### config.mk
export PLATFORM = sky130hd
export DESIGN_NAME = memory_port_arbiter
export DESIGN_NICKNAME = d
export VERILOG_FILES = /design/src/rtl/memory_port_arbiter_pkg.sv /design/src/rtl/memory_lane_align.sv /design/src/rtl/memory_port_arbiter.sv
export SDC_FILE = /design/constraint.sdc
export NUM_CORES = 1
export LEC_CHECK = 0
export ABC_AREA = 1
export CAP_MARGIN = 20
export CORE_ASPECT_RATIO = 0.5
export CORE_MARGIN = 3
export CORE_UTILIZATION = 30
export DETAILED_ROUTE_END_ITERATION = 8
export PLACE_DENSITY = 0.67
export SETUP_SLACK_MARGIN = 0.2
export SLEW_MARGIN = 25
export SYNTH_ARGS = -nofsm -noshare
export SYNTH_HDL_FRONTEND = slang
export SYNTH_HIERARCHICAL = 1
export SYNTH_SLANG_ARGS = --single-unit
### constraint.sdc
create_clock -name clk -period 1.9 [get_ports clk]
set_clock_uncertainty 0.1 [all_clocks]
set_input_delay 0.38 -clock clk [delete_from_list [all_inputs] [get_ports clk]]
set_output_delay 0.38 -clock clk [all_outputs]
set_load 0.01 [all_outputs]
### src/rtl/memory_port_arbiter_pkg.sv
// Shared types and constants for the unified instruction/data memory port arbiter.
package memory_port_arbiter_pkg;

    localparam int DATA_W = 32;

    typedef enum logic [1:0] {
        IDLE  = 2'd0,
        ISSUE = 2'd1,
        WAIT  = 2'd2
    } arb_state_t;

    typedef enum logic {
        OWNER_FETCH = 1'b0,
        OWNER_DATA  = 1'b1
    } owner_t;

    localparam logic [1:0] MEM_SIZE_BYTE = 2'd0;
    localparam logic [1:0] MEM_SIZE_HALF = 2'd1;
    localparam logic [1:0] MEM_SIZE_WORD = 2'd2;

    localparam logic [DATA_W-1:0] NOP = 32'h0000_0013;

endpackage

### src/rtl/memory_lane_align.sv
// Byte-lane steering for the data path: byte enables, store replication,
// load extraction with zero-extension, and misalignment/illegal-size detection.
module memory_lane_align
    import memory_port_arbiter_pkg::*;
(
    input  logic [1:0]        size,
    input  logic [1:0]        offset,
    input  logic [DATA_W-1:0] store_data,
    input  logic [DATA_W-1:0] load_word,
    output logic [3:0]        byte_enable,
    output logic [DATA_W-1:0] store_lanes,
    output logic [DATA_W-1:0] load_data,
    output logic              misaligned
);

    logic [DATA_W-1:0] load_shifted;

    always_comb begin
        byte_enable  = 4'b0000;
        store_lanes  = '0;
        misaligned   = 1'b0;
        load_shifted = load_word >> {offset, 3'b000};
        load_data    = load_shifted;
        case (size)
            MEM_SIZE_BYTE: begin
                byte_enable = 4'b0001 << offset;
                store_lanes = {4{store_data[7:0]}};
                load_data   = {24'd0, load_shifted[7:0]};
            end
            MEM_SIZE_HALF: begin
                byte_enable = offset[1] ? 4'b1100 : 4'b0011;
                store_lanes = {2{store_data[15:0]}};
                load_data   = {16'd0, load_shifted[15:0]};
                misaligned  = offset[0];
            end
            MEM_SIZE_WORD: begin
                byte_enable = 4'b1111;
                store_lanes = store_data;
                misaligned  = (offset != 2'b00);
            end
            default: begin
                misaligned = 1'b1;
            end
        endcase
    end

endmodule

### src/rtl/memory_port_arbiter.sv
// Shares one memory port between fetch and load/store: arbitrates, runs one
// transaction at a time (IDLE -> ISSUE -> WAIT) and routes the response back.
module memory_port_arbiter
    import memory_port_arbiter_pkg::*;
#(
    parameter int FETCH_STARVE_LIMIT = 4
)
(
    input  logic        clk,
    input  logic        reset_n,
    input  logic        fetch_req,
    input  logic [31:0] fetch_address,
    input  logic        fetch_flush,
    output logic        fetch_valid,
    output logic [31:0] fetch_data,
    output logic        fetch_stall,
    input  logic        data_req,
    input  logic        data_write,
    input  logic [1:0]  data_size,
    input  logic [31:0] data_address,
    input  logic [31:0] data_wdata,
    output logic        data_valid,
    output logic [31:0] data_rdata,
    output logic        data_error,
    output logic        data_stall,
    output logic        mem_req,
    output logic        mem_write,
    output logic [31:0] mem_address,
    output logic [31:0] mem_wdata,
    output logic [3:0]  mem_byte_enable,
    input  logic        mem_ready,
    input  logic        mem_rvalid,
    input  logic [31:0] mem_rdata
);

    localparam int STREAK_W = $clog2(FETCH_STARVE_LIMIT + 1);
    typedef logic [STREAK_W-1:0] streak_t;
    localparam streak_t STREAK_MAX = streak_t'(FETCH_STARVE_LIMIT);

    arb_state_t state;
    owner_t     owner;
    logic       kill;
    streak_t    streak;

    logic [3:0]  lane_be;
    logic [31:0] lane_wdata;
    logic [31:0] lane_rdata;
    logic        lane_misaligned;
    logic        fetch_pend;
    logic        grant_fetch;
    logic        grant_data;
    logic        unused_fetch_lsbs;

    function automatic streak_t streak_sat_inc(input streak_t value);
        return (value == STREAK_MAX) ? value : value + streak_t'(1);
    endfunction

    memory_lane_align u_align (
        .size        (data_size),
        .offset      (data_address[1:0]),
        .store_data  (data_wdata),
        .load_word   (mem_rdata),
        .byte_enable (lane_be),
        .store_lanes (lane_wdata),
        .load_data   (lane_rdata),
        .misaligned  (lane_misaligned)
    );

    // Data has priority unless fetch has been passed over FETCH_STARVE_LIMIT times in a row.
    assign fetch_pend  = fetch_req & ~fetch_flush;
    assign grant_fetch = fetch_pend & (~data_req | (streak == STREAK_MAX));
    assign grant_data  = data_req & ~grant_fetch;

    assign fetch_stall       = fetch_req & ~fetch_valid;
    assign data_stall        = data_req & ~data_valid;
    assign unused_fetch_lsbs = ^fetch_address[1:0];

    always_ff @(posedge clk) begin
        if (!reset_n) begin
            state           <= IDLE;
            owner           <= OWNER_FETCH;
            kill            <= 1'b0;
            streak          <= '0;
            mem_req         <= 1'b0;
            mem_write       <= 1'b0;
            mem_address     <= '0;
            mem_wdata       <= '0;
            mem_byte_enable <= 4'b0000;
            fetch_valid     <= 1'b0;
            fetch_data      <= '0;
            data_valid      <= 1'b0;
            data_rdata      <= '0;
            data_error      <= 1'b0;
        end else begin
            fetch_valid <= 1'b0;
            data_valid  <= 1'b0;
            data_error  <= 1'b0;
            case (state)
                IDLE: begin
                    kill <= 1'b0;
                    if (grant_fetch) begin
                        owner           <= OWNER_FETCH;
                        streak          <= '0;
                        mem_req         <= 1'b1;
                        mem_write       <= 1'b0;
                        mem_address     <= {fetch_address[31:2], 2'b00};
                        mem_wdata       <= '0;
                        mem_byte_enable <= 4'b1111;
                        state           <= ISSUE;
                    end else if (grant_data) begin
                        streak <= fetch_req ? streak_sat_inc(streak) : '0;
                        if (lane_misaligned) begin
                            data_valid <= 1'b1;
                            data_error <= 1'b1;
                            data_rdata <= '0;
                        end else begin
                            owner           <= OWNER_DATA;
                            mem_req         <= 1'b1;
                            mem_write       <= data_write;
                            mem_address     <= {data_address[31:2], 2'b00};
                            mem_wdata       <= data_write ? lane_wdata : '0;
                            mem_byte_enable <= lane_be;
                            state           <= ISSUE;
                        end
                    end
                end
                ISSUE: begin
                    if (owner == OWNER_FETCH && fetch_flush) begin
                        kill <= 1'b1;
                    end
                    if (mem_ready) begin
                        mem_req <= 1'b0;
                        state   <= WAIT;
                    end
                end
                WAIT: begin
                    if (owner == OWNER_FETCH && fetch_flush) begin
                        kill <= 1'b1;
                    end
                    if (mem_rvalid) begin
                        state <= IDLE;
                        kill  <= 1'b0;
                        if (owner == OWNER_FETCH) begin
                            // A flush arriving with the response still drops it.
                            if (!kill && !fetch_flush) begin
                                fetch_valid <= 1'b1;
                                fetch_data  <= mem_rdata;
                            end
                        end else begin
                            data_valid <= 1'b1;
                            data_rdata <= mem_write ? '0 : lane_rdata;
                        end
                    end
                end
                default: begin
                    state   <= IDLE;
                    mem_req <= 1'b0;
                end
            endcase
        end
    end

endmodule

==> Word-level counts from Yosys, hierarchy flattened <==
Cells that the tools add are included.
{ "totals": {"reg_bits": 144, "latch_bits": 0, "ram_bits": 0, "rom_bits": 0, "inputBits": 138, "out_inout_bits": 139, "word_cells": 116, "memories": 0} }
{ "classes": {"n_addsub": 1, "multipliers": 0, "div": 0, "order_cmp": 0, "n_eq_ne": 15, "n_shift": 2, "n_mux": 51, "bitwise_logic": 15, "reduce_logical": 18} }
{ "op_table": {"columns": ["op", "n"], "rows": [
  ["$mux 32", 13],
  ["$pmux 32 s2", 2],
  ["$pmux 32 s3", 1],
  ["$shr 32x5->32", 1],
  ["$mux 1", 16],
  ["$mux 4", 4],
  ["$mux 3", 4],
  ["$ne 2x2->1 const B", 6],
  ["$pmux 4 s3", 1],
  ["$reduce_and 4->1", 3],
  ["$mux 2", 5],
  ["$ne 3x3->1 const B", 3],
  ["$not 1->1", 9],
  ["$pmux 1 s3", 3],
  ["$pmux 2 s3", 1],
  ["$reduce_and 3->1", 2],
  ["$reduce_and 6->1", 1],
  ["$reduce_bool 2->1", 3],
  ["$and 1x1->1", 5],
  ["$eq 2x1->1 const B", 2],
  ["$eq 2x2->1 const B", 2],
  ["$logic_not 2->1", 2],
  ["$reduce_or 4->1", 1],
  ["$shl 1x2->4 const A", 1],
  ["9 further kinds", 11]
]} }

==> Longest topological paths before layout <==
{ "logic_depth": {"word_depth": 8, "mapped_depth": 12, "ltp_nobuf": 11} }

==> Modules after synthesis <==
Netlist, hierarchy kept.
{ "modules_own_cells": {"columns": ["mod", "n_inst", "cells_each", "area_per_inst_um2", "seq_area_each_um2"], "rows": [
  ["memory_port_arbiter", 1, 873, 6035.8, 2842.7],
  ["memory_lane_align", 1, 244, 1121.1, 0.0]
]} }

==> Worst setup path after synthesis <==
Ideal clock, no wire load.
{ "synth_path": {"path_kind": "input to register", "startpoint": "input data_address[0]", "endpoint": "register data_rdata[11]", "setup_time_ps": 113, "t_arrival_ps": 1824, "t_required_ps": 1687, "path_slack_ps": -137, "stages": 10, "path_buffers": 3, "path_cell_list": "buf_6 > inv_2 > buf_4 > o21ai_0 > nand3_1 > nand2_2 > nand2_2 > buf_2 > nor2_1 > nor2_1"} }
{ "synth_between": {"elab_cells_between_ends": 10, "cone_classes": "1 x eq/ne; 1 x shift; 6 x mux; 2 x reduce/logical"} }
{ "synth_lines": {"columns": ["element", "line", "text"], "rows": [
  ["start, declared", "memory_port_arbiter.sv:20", "input logic [31:0] data_address,"],
  ["$reduce_bool 2->1", "memory_lane_align.sv:39", "misaligned = (offset != 2'b00);"],
  ["$pmux 1 s3 (*)", "memory_lane_align.sv:24", "case (size)"],
  ["net lane_misaligned", "memory_port_arbiter.sv:48", "logic lane_misaligned;"],
  ["$ne 2x2->1 (no source line) (*)", null, null],
  ["$reduce_and 6->1 (no source line) (*)", null, null],
  ["end signal, assigned", "memory_port_arbiter.sv:151", "data_rdata <= mem_write ? '0 : lane_rdata;"],
  ["end, declared", "memory_port_arbiter.sv:23", "output logic [31:0] data_rdata,"]
]} }
The timed path passes the listed nets; every way through them passes the cells marked *. The select of a mux whose other input is x is not followed.
A chain may end at the register's enable or synchronous reset.

==> Final worst setup path <==
{ "layout_path": {"startpoint": "register streak[0]", "endpoint": "register mem_wdata[22]"} }
{ "layout_between": {"elab_chain_len": 7, "elab_cells_between_ends": 9, "cone_classes": "2 x eq/ne; 1 x mux; 4 x bitwise; 2 x reduce/logical"} }
{ "layout_rtl": {"columns": ["element", "line", "text"], "rows": [
  ["start, declared", "memory_port_arbiter.sv:43", "streak_t streak;"],
  ["start signal, assigned", "memory_port_arbiter.sv:111", "streak <= fetch_req ? streak_sat_inc(streak) : '0;"],
  ["$eq 3x3->1 (*)", "memory_port_arbiter.sv:71", "assign grant_fetch = fetch_pend & (~data_req | (streak == STREAK_MAX));"],
  ["$or 1x1->1 (*)", "memory_port_arbiter.sv:71", null],
  ["$and 1x1->1 (*)", "memory_port_arbiter.sv:71", null],
  ["$not 1->1", "memory_port_arbiter.sv:72", "assign grant_data = data_req & ~grant_fetch;"],
  ["$and 1x1->1", "memory_port_arbiter.sv:72", null],
  ["$reduce_bool 2->1 (no source line)", null, null],
  ["$reduce_and 3->1 (no source line)", null, null],
  ["end signal, assigned", "memory_port_arbiter.sv:121", "mem_wdata <= data_write ? lane_wdata : '0;"],
  ["end, declared", "memory_port_arbiter.sv:29", "output logic [31:0] mem_wdata,"]
]} }
Every way passes the cells marked *; elsewhere a longest branch is shown, timed or not.

==> run_results.csv <==
group,metric,value,unit
timing,period_share,101,%
status,violations,"setup timing",
pwr,p_clk_share,21.9,%
setup_path,cp-endpoint,"mem_wdata[22]$_SDFFE_PN0P_",
floorplanning,row_count,39,
setup_path,end_kind,"register",
setup_path,crit_required,2.10,ns
finish,final_common_cell,"nand2_1",
grt,grt_pass1_wl,47500,um
drt,wl_per_cell,17.7,um
timing,max_slew_margin,65.1,%
timing,worst_slew_pin_slew,0.523,ns
status,status,"complete, but fails checks",
drt,drt_wl_total,31700,um
floorplanning,die_area,25900,um2
logic_synthesis,syn_inst,1117,
place,gp_congestion,0.869,
timing,drv_slew,0,
finish,fin_util,55.6,%
setup_path,r2r_cells,13,
setup_path,startpoint,"streak[0]$_SDFFE_PN0P_",
clock_tree,cts_sinks,142,
logic_synthesis,yosys.area.top_type,"dfxtp_1",
pwr,p_per_area,1100,nW/um2
finish,final_nets,1610,
run,cap_viol_max_count,0,
logic_synthesis,ys.flop_type,"dfxtp_1",
drt,drt_iter0_drc,953,
pwr,p_int,8.82,mW
logic_synthesis,synth_top_area_share,39.7,%
clock_tree,clock_latency,0.43,ns
timing,hold_violations,0,
grt,gr-total-overflow,0,
grt,antenna_found_initial,5,
finish,drive_above_1_share,23.1,%
place,dp_hpwl,20200,um
logic_synthesis,syn_area,7160,um2
pwr,swShare,37.7,%
grt,grt_max_degree,65,
timing,fin_setup_tns,-0.0163,ns
pwr,ir_drop,790,uV
drt,met1Wirelength,12800,um
floorplanning,start_util,30.9,%
setup_path,rrSetupSlack,-0.02,ns
setup_path,worst-path-max-fanout,7,
clock_tree,clockRootBuffer,"clkbuf_16",
finish,layout_common_cells,"nand2_1 (268), nor2_1 (216), dfxtp_1 (139), dlygate4sd2_1 (139), clkdlybuf4s50_1 (128)",
drt,routed-wl-met3,2000,um
drt,num_vias,8771,
logic_synthesis,syn_avg_cell_area,6.41,um2
logic_synthesis,yosysWarnings,6,
grt,track_usage,23.7,%
floorplanning,coreArea,23100,um2
pwr,leakagePower,6.17,nW
drt,dr.pass1.iters,5,
timing,clock.fmax,0.522,GHz
setup_path,worstReg2RegEnd,"mem_wdata[22]$_SDFFE_PN0P_",
pwr,power,14.2,mW
drt,drtAntennaViolNets,0,
setup_path,cp_data_arrival_time,2.12,ns
floorplanning,die_w,224,um
drt,viasPerCell,4.90,
drt,highest_layer,"met4",
timing,setup_viol,1,
pwr,p_sw,5.35,mW
logic_synthesis,yosysUniqueCellTypes,33,
setup_path,critPathLaunchType,"register",
timing,grt_setup_unrepaired,"true",
place,place_ws,-0.348,ns
setup_path,critPathKind,"register to register",
clock_tree,cts_buffer_depth,2,
drt,drc,0,
drt,wl_met2,16100,um
timing,period_needed,1.92,ns
pwr,p_comb_share,49.5,%
logic_synthesis,async_flop_share,0,%
finish,syn2layout_area_growth,79.5,%
floorplanning,io_pins,277,
floorplanning,dieHeight,115,um
clock_tree,h-tree-depth,4,
timing,whs,0.222,ns
setup_path,worstReg2RegStart,"streak[0]$_SDFFE_PN0P_",
timing,worst_slack,-0.0163,ns
min_path,hp-class,"primary input to register",
logic_synthesis,seq_area_frac_synth,39.7,%
logic_synthesis,synth_seq_cells,142,
logic_synthesis,ys_top_cells_by_area,"dfxtp_1 (40%), nand2_1 (16%), nor2_1 (13%)",
logic_synthesis,synth_edf_count,0,
grt,grt_pass1_vias,8517,
pwr,p_seq_share,28.6,%
place,io_buffers,272,
clock_tree,cts_buffers,17,
clock_tree,path_clk_slew,0.06,ns
clock_tree,tritoncts,"yes",
==> state kept, by name, indices dropped and copies added, names as in the netlist <==
name / flops
fetch_data: 32
mem_byte_enable: 4
data_error: 1
fetch_valid: 1
mem_address: 30
mem_req: 1
state: 2
data_valid: 1
owner: 1
kill: 1
mem_wdata: 32
data_rdata: 32
streak: 3
mem_write: 1
==> power groups by stage <==
| stage | Sequential [mW] | Combinational, mW | Clock [mW] |
|---|---|---|---|
| after CTS | 3.98 | 6.07 | 3.18 |
| after detailed placement | 4.02 | 4.87 | 0 |
| final | 4.05 | 7.01 | 3.11 |
| after global placement | 4.00 | 4.80 | 0 |
| after floorplan | 4.25 | 2.25 | 0 |
| after global routing | 4.12 | 7.57 | 3.32 |
==> synthesized netlist by cell type, types with 2 or more instances <==
library cell and n:
a21oi_1 56, buf_1 3, buf_2 22, buf_4 7, buf_6 8, clkbuf_1 31, dfxtp_1 142, ha_1 7
inv_1 67, inv_2 6, inv_4 2, nand2_1 304, nand2_2 5, nand3_1 46, nand4_1 37, nor2_1 256
nor2_2 3, nor2_8 2, nor3_1 3, o21ai_0 88, o21ai_1 7, o21ai_2 2, or2_2 3
==> through the flow <==
stage               instance area [um2]  instances
finish                            12800       1790
CTS                               12200       1772
global route                      12800       1790
global placement                  10500       1690
floorplan                          7180       1118
detailed placement                10500       1690
==> metal layers <==
metal  global-route usage (%)  vias up
met5                        0        -
met4                     8.16        0
met3                     5.05       43
met2                     42.2      318
met1                     28.8     4156
li1                         -     4254
==> worst min path at each step <==
stage	startpoint	endpoint	slack, ns	cells past startpoint
after floorplan	streak[0]$_SDFFE_PN0P_	streak[0]$_SDFFE_PN0P_	0.37	2
after global placement	mem_wdata[30]$_SDFFE_PN0P_	mem_wdata[30]$_SDFFE_PN0P_	0.35	2
after detailed placement	mem_wdata[5]$_SDFFE_PN0P_	mem_wdata[5]$_SDFFE_PN0P_	0.36	2
after CTS	reset_n	mem_req$_SDFFE_PN0P_	0.19	3
after global routing	reset_n	state[1]$_SDFFE_PN0P_	0.21	3
final	reset_n	mem_req$_SDFFE_PN0P_	0.22	3
==> cell type report <==
| type | count | area [um2] |
|---|---|---|
| Inverter | 76 | 312 |
| Multi-Input combinational cell | 828 | 4350 |
| Tap cell | 307 | 384 |
| Timing Repair Buffer | 399 | 4380 |
| Timing Repair inverter | 1 | 20.0 |
| Clock inverter | 13 | 91.3 |
| Fill cell | 2125 | 10300 |
| Antenna cell | 5 | 12.5 |
| Clock buffer | 19 | 453 |
| Sequential cell | 142 | 2850 |
==> cells by family (layout without fill, tap and decap cells) <==
logic type | Yosys count | after routing | share of synthesized area [%]
simple gates | 662 | 662 | 38.0
compound gates | 157 | 157 | 11.4
buf+inv | 148 | 508 | 9.65
flops | 142 | 142 | 39.7
fa+ha+maj | 7 | 7 | 1.22
other cells | 1 | 7 | 0.0524
==> timing repair <==
item	CTS	global route
resized for setup	299	139
gates cloned	24	5
buffers inserted	26	8
pin swaps	27	46
setup endpoints to repair	238	107
hold buffers	0	0
==> worst max-delay path: stages (launching register included) <==
cell and delay, ns:
dfxtp_2 0.33, inv_2 0.08, ha_4 0.15, nand2_4 0.06
nand2_4 0.10, nand2_8 0.07, a21oi_4 0.16, buf_6 0.15
buf_12 0.13, inv_16 0.06, buf_12 0.13, buf_16 0.13
nand2_4 0.06, a21oi_2 0.06
Note: power is estimated with default switching activity, not from simulation.
